<file path="src/rtl/brom_pkg.sv">
// brom_pkg: shared widths and FSM encoding for the BROM reader/writer pair
package brom_pkg;
  localparam int DATA_W = 4;
  localparam int DEPTH = 16;
  localparam int ADDR_W = 4;
  typedef enum logic [1:0] {IDLE = 2'd0, LOAD = 2'd1, DONE = 2'd2} state_t;
endpackage

</file>
<file path="src/rtl/max_track.sv">
// max_track: registered running unsigned maximum with synchronous clear
module max_track #(
  parameter int W = 4
) (
  input  logic         clk,
  input  logic         rst_n,
  input  logic         clr,
  input  logic         en,
  input  logic [W-1:0] din,
  output logic [W-1:0] max
);
  always_ff @(posedge clk or negedge rst_n)
    if (!rst_n) max <= '0;
    else if (clr) max <= '0;
    else if (en && din > max) max <= din;
endmodule

</file>
<file path="src/rtl/bram_writer.sv">
// bram_writer: streams valid/ready samples into BRAM addresses 0..DEPTH-1
// and tracks the largest value written in the current load.
module bram_writer import brom_pkg::*; #(
  parameter int DATA_W = brom_pkg::DATA_W,
  parameter int DEPTH  = brom_pkg::DEPTH,
  parameter int ADDR_W = brom_pkg::ADDR_W
) (
  input  logic              clk,
  input  logic              rst_n,
  input  logic              start,
  input  logic              s_valid,
  input  logic [DATA_W-1:0] s_data,
  output logic              s_ready,
  output logic              mem_we,
  output logic [ADDR_W-1:0] mem_addr,
  output logic [DATA_W-1:0] mem_wdata,
  output logic              busy,
  output logic              done,
  output logic [ADDR_W:0]   wr_count,
  output logic [DATA_W-1:0] Max
);
  state_t state;
  logic [ADDR_W-1:0] ptr;
  logic hs, restart;
  always_comb begin
    s_ready = state == LOAD;
    hs      = s_valid && s_ready;
    restart = start && state != LOAD;
  end
  // the pointer wraps to 0 by itself on the last word since DEPTH is 2**ADDR_W
  always_ff @(posedge clk or negedge rst_n)
    if (!rst_n) begin
      state     <= IDLE;
      ptr       <= '0;
      mem_we    <= 1'b0;
      mem_addr  <= '0;
      mem_wdata <= '0;
      busy      <= 1'b0;
      done      <= 1'b0;
      wr_count  <= '0;
    end else begin
      mem_we <= hs;
      if (hs) begin
        mem_addr  <= ptr;
        mem_wdata <= s_data;
        ptr       <= ptr + 1'b1;
        wr_count  <= wr_count + 1'b1;
        if (ptr == ADDR_W'(DEPTH - 1)) begin
          state <= DONE;
          busy  <= 1'b0;
          done  <= 1'b1;
        end
      end else if (restart) begin
        state    <= LOAD;
        busy     <= 1'b1;
        done     <= 1'b0;
        ptr      <= '0;
        wr_count <= '0;
      end
    end
  max_track #(.W(DATA_W)) u_max (
    .clk(clk), .rst_n(rst_n), .clr(restart), .en(hs), .din(s_data), .max(Max)
  );
endmodule

</file>
<file path="config.mk">
export PLATFORM = sky130hd
export DESIGN_NAME = bram_writer
export DESIGN_NICKNAME = d
export VERILOG_FILES = /design/src/rtl/brom_pkg.sv /design/src/rtl/max_track.sv /design/src/rtl/bram_writer.sv
export SDC_FILE = /design/constraint.sdc
export NUM_CORES = 1
export LEC_CHECK = 0
export CORE_UTILIZATION = 39
export DETAILED_ROUTE_END_ITERATION = 6
export GPL_ROUTABILITY_DRIVEN = 0
export PLACE_DENSITY = 0.65
export SYNTH_ARGS = -nofsm -noshare
export SYNTH_HDL_FRONTEND = slang
export SYNTH_HIERARCHICAL = 1
export SYNTH_SLANG_ARGS = --single-unit
</file>
<file path="constraint.sdc">
create_clock -name clk -period 2.3 [get_ports clk]
set_clock_uncertainty 0.15 [all_clocks]
set_input_delay 0.345 -clock clk [delete_from_list [all_inputs] [get_ports clk]]
set_output_delay 0.345 -clock clk [all_outputs]
set_load 0.03 [all_outputs]
</file>
Word-level counts from Yosys, hierarchy flattened
Cells that the tools add are included.
W data, S select, Z words.
{"block": "totals", "register_bits": 26, "inputBits": 8, "out_inout_bits": 21}
{"block": "op_classes", "add_sub_neg": 2, "magnitude_cmp": 1, "n_eq_ne": 4, "n_mux": 15, "n_reduce_logical": 6}
{"operator": "$mux W4", "count": 4}
{"operator": "$mux W5", "count": 2}
{"operator": "$mux W1", "count": 6}
{"operator": "$mux W2", "count": 3}
{"operator": "$add A5 B1 Y5 const B", "count": 1}
{"operator": "$add A4 B1 Y4 const B", "count": 1}
{"operator": "$eq A4 B4 Y1 const B", "count": 1}
{"operator": "$gt A4 B4 Y1", "count": 1}
{"operator": "$ne A2 B1 Y1 const B", "count": 2}
{"operator": "$reduce_bool A2 Y1", "count": 2}
{"operator": "$logic_and A1 B1 Y1", "count": 3}
{"operator": "$eq A2 B1 Y1 const B", "count": 1}
{"operator": "$reduce_and A2 Y1", "count": 1}

Logic depth before layout (Yosys ltp)
{"block": "depth", "ltp_word": 5, "mapped_depth": 6}

Modules after synthesis
Netlist, hierarchy kept.
{"module": "bram_writer", "n_inst": 1, "cells_each": 79, "area_per_inst_um2": 879.6, "seq_area_each_um2": 500.5}
{"module": "max_track", "n_inst": 1, "cells_each": 30, "area_per_inst_um2": 312.8, "seq_area_each_um2": 100.1}

Least setup slack after synthesis
OpenSTA, ideal clock, no wires.
{"block": "synth_timing", "path_type": "flip-flop to flip-flop", "startpoint": "register u_max.max[1]", "endpoint": "register u_max.max[0]", "setup_ps": 79, "arrival_time_ps": 1469, "t_required_ps": 2071, "path_slack_ps": 602, "path_stages_with_launch": 7, "n_path_buf": 0, "synth_period_minus_slack_ps": 1698, "path_cell_list": "dfrtp_1 inv_1 ha_1 nor2b_4 o211ai_2 a21oi_4 mux2i_1"}
{"block": "synth_via", "elab_chain_cells": 3}
{"item": "from (decl)", "line_no": "max_track.sv:10", "text": "output logic [W-1:0] max"}
{"item": "from (signal assigned)", "line_no": "max_track.sv:15", "text": "else if (en && din > max) max <= din;"}
{"item": "$gt A4 B4 Y1", "line_no": "max_track.sv:15"}
{"item": "$logic_and A1 B1 Y1", "line_no": "max_track.sv:15"}
{"item": "$reduce_bool A2 Y1 (no source line)"}
No other way between the ends.
A chain may end at the register's enable or synchronous reset.

Worst setup path after layout
{"block": "layout_timing", "startpoint": "register done", "endpoint": "output done"}
{"item": "from (decl)", "line_no": "bram_writer.sv:18", "text": "output logic done,"}
{"item": "from (signal assigned)", "line_no": "bram_writer.sv:39", "text": "done <= 1'b0;"}
{"item": "from (signal assigned)", "line_no": "bram_writer.sv:51", "text": "done <= 1'b1;"}
{"item": "from (signal assigned)", "line_no": "bram_writer.sv:56", "text": "done <= 1'b0;"}
No word-level cell between the ends.

==> flow_summary_export.csv <==
group,metric,value,unit
die,dieWidth,57.3,um
die,start_util,42.1,%
sta,slew_headroom,75.2,%
grt,grt_pass1_wl,3830,um
worst_setup_path,crit_arrival,1.49,ns
worst_setup_path,critical_path.cell_chain,"clkdlybuf4s50_1",
logic_synthesis,synth_top_area_share,50.4,%
grt,gr-usage-all-layers,15.2,%
route,num_vias,885,
logic_synthesis,synthDistinctLibCells,24,
worst_setup_path,max_stage_delay,0.71,ns
outcome,outcome,"finished, violations left",
route,drtPass1Iterations,7,
sta,layout_min_cycle_time,1.99,ns
hold_path,hold_class,"input port to async pin",
clock_tree,postCtsHoldBufs,0,
grt,grt_antenna_before_repair,0,
die,row_count,19,
clock_tree,cts_resized,0,
logic_synthesis,yosysTopAreaCell,"dfrtp_1",
worst_setup_path,path_class,"register to output pin",
clock_tree,clock-sinks,24,
route,wirelength,2240,um
route,routedWlPerCell,13.0,um
pwr,p_per_area,1270,nW/um^2
worst_setup_path,required,1.80,ns
clock_tree,clk_path_buf_depth,2,
pwr,combPwrFrac,48.7,%
sta,hold_violations,0,
clock_tree,cts_buffers,3,
logic_synthesis,syn-instance-count,109,
logic_synthesis,synth_warnings,6,
outcome,violations,"design-rule violations",
sta,rsz0062_at_grt,"false",
clock_tree,clk_latency,0.32,ns
sta,hold-worst-slack,0.207,ns
die,core,2830,um^2
sta,fmax,503,MHz
sta,fin_tns_setup,0,ns
pwr,leakagePower,0.751,nW
worst_setup_path,cp_top_family,"buffers and inverters",
pwr,p_sw_share,39.9,%
worst_setup_path,crit_buf_inv,1,
final_layout,area_growth,30.7,%
pwr,internal_power,0.00119,W
clock_tree,post_cts_buffers,0,
die,io-pin-count,29,
pwr,p_seq_share,35.7,%
clock_tree,ctsRootBufferMaster,"clkbuf_4",
pwr,p_total,0.00197,W
final_layout,multi_input_area,536,um^2
logic_synthesis,synth.yosys.seq_area_share,50.4,%
worst_setup_path,cp-end-kind,"output pin",
logic_synthesis,netlist_area,1190,um^2
worst_setup_path,crit_path_max_fanout,4,
route,drc,4,
clock_tree,htreeDepth,1,
flow_run,max_cap_viol_count,0,
sta,finalSetupViolations,0,
route,avgViaCountPerCell,5.15,
logic_synthesis,yosys-top-cells-area,"dfrtp_1, nand2_1, mux2i_1, ha_1, nand2b_1",
final_layout,fillers,254,
final_layout,design_area,1560,um^2
pwr,p_sw,0.000787,W
worst_setup_path,crit_slowest_cell,"clkdlybuf4s50_1",
route,postRouteAntennaNets,0,
worst_setup_path,cp-start-kind,"register",
final_layout,layout-drive-gt1-share,12.1,%
logic_synthesis,syn_nets,123,
logic_synthesis,synth.avg_cell_area,10.9,um^2
sta,finalMaxSlewViolations,0,
route,drt_iter0_drc,38,
grt,grt_max_degree,25,
final_layout,nets,156,
pwr,p_clk_share,15.6,%
clock_tree,clkTransAtPathRegs,0.14,ns
pwr,ir_drop,0.674,mV
grt,grt_pass1_vias,867,
final_layout,seqCellArea,601,um^2
die,dieArea,3280,um^2
place,place_hpwl,1620,um
sta,max_slew.worst_pin.slew,0.371,ns
final_layout,diodes,0,
place,portBuffers,28,
clock_tree,cts_tree,"done",
logic_synthesis,synth-seq-cells,24,
place,dpl-instance-area,1500,um^2
sta,finalCritPeriodShare,86.4,%
worst_setup_path,r2r_slack,0.66,ns
grt,grt_remaining_overflow,0,
die,die_h,57.3,um
-- synth_stat cells, drive strengths merged --
library cell	number
dfrtp	24
nand2b	9
a22o	2
nand2	25
inv	7
nor2b	2
o211ai	1
mux2	1
a31oi	1
o21a	2
a21oi	3
ha	6
mux2i	8
nand4	5
buf	3
nand3b	1
nor3b	2
a211o	1
o21ai	5
nor2	1
-- power by group through the flow --
stage | Clock, W | Combinational [W] | Sequential [W]
after floorplan | 0 | 0.000387 | 0.000940
after global placement | 0 | 0.000953 | 0.000707
after detailed placement | 0 | 0.000968 | 0.000714
after CTS | 0.000316 | 0.000971 | 0.000707
after global routing | 0.000334 | 0.00103 | 0.000732
final | 0.000308 | 0.000962 | 0.000705
-- registers in the layout (all words and copies together), names as in the netlist --
register	cells
done	1
mem_addr	4
mem_wdata	4
mem_we	1
ptr	4
state	1
u_max/max	4
wr_count	5
-- cell families (layout without fill, tap and decap cells) --
logic type / Yosys count / count (layout) / share of synthesized area (%)
AND/OR/NAND/NOR: 45 / 45 / 20.8
flip-flops: 24 / 24 / 50.4
AO/OA/AOI/OAI: 15 / 15 / 10.2
buffers and inverters: 10 / 42 / 4.72
multiplexers: 9 / 9 / 7.66
adder cells (fa/ha/maj): 6 / 6 / 6.30
-- through the flow --
step	cells	utilization [%]	setup WS, ns
floorplan	109	-	0.602
global placement	168	53.2	0.286
detailed placement	168	53.2	0.265
CTS	172	55.0	0.0599
global route	172	55.1	0.247
finish	172	55.1	0.314
-- cell usage in the layout, fill, tap and decap left out, drive strengths merged, types with 2 or more instances in the layout --
master and count:
clkdlybuf4s50 27, nand2 25, dfrtp 24, nand2b 9, mux2i 8, inv 7, ha 6, o21ai 5
nand4 5, clkbuf 3, buf 3, a21oi 3, nor2b 2, a22o 2, nor3b 2, o21a 2
-- cell type report --
class / instances / area share, %
clock buffers: 3 / 1.44
clock inverters: 1 / 1.93
inverters: 7 / 1.69
multi-input cells: 75 / 34.3
flip-flops and latches: 24 / 38.5
well taps: 31 / 2.49
repair buffers: 31 / 19.6
-- path summary, 6_finish.rpt --
kind                                                 end  cells past startpoint                      from
worst max-delay path                                done                      1          done$_DFFE_PN0P_
worst min-delay path            mem_wdata[2]$_DFFE_PN0P_                      2                     rst_n
worst max register to register  u_max/max[0]$_DFFE_PN0P_                      6  u_max/max[1]$_DFFE_PN0P_
worst min register to register   wr_count[4]$_DFFE_PN0P_                      1   wr_count[4]$_DFFE_PN0P_
max in group asynchronous       u_max/max[0]$_DFFE_PN0P_                      2                     rst_n
min in group clk                 wr_count[4]$_DFFE_PN0P_                      1   wr_count[4]$_DFFE_PN0P_
-- layer usage --
| layer | wire (um) | GRT usage, % |
|---|---|---|
| met5 | 0 | 0 |
| met4 | 26 | 6.27 |
| met3 | 86 | 2.27 |
| met2 | 1060 | 23.5 |
| met1 | 1070 | 21.4 |
Power figures use the tool's default switching activity.
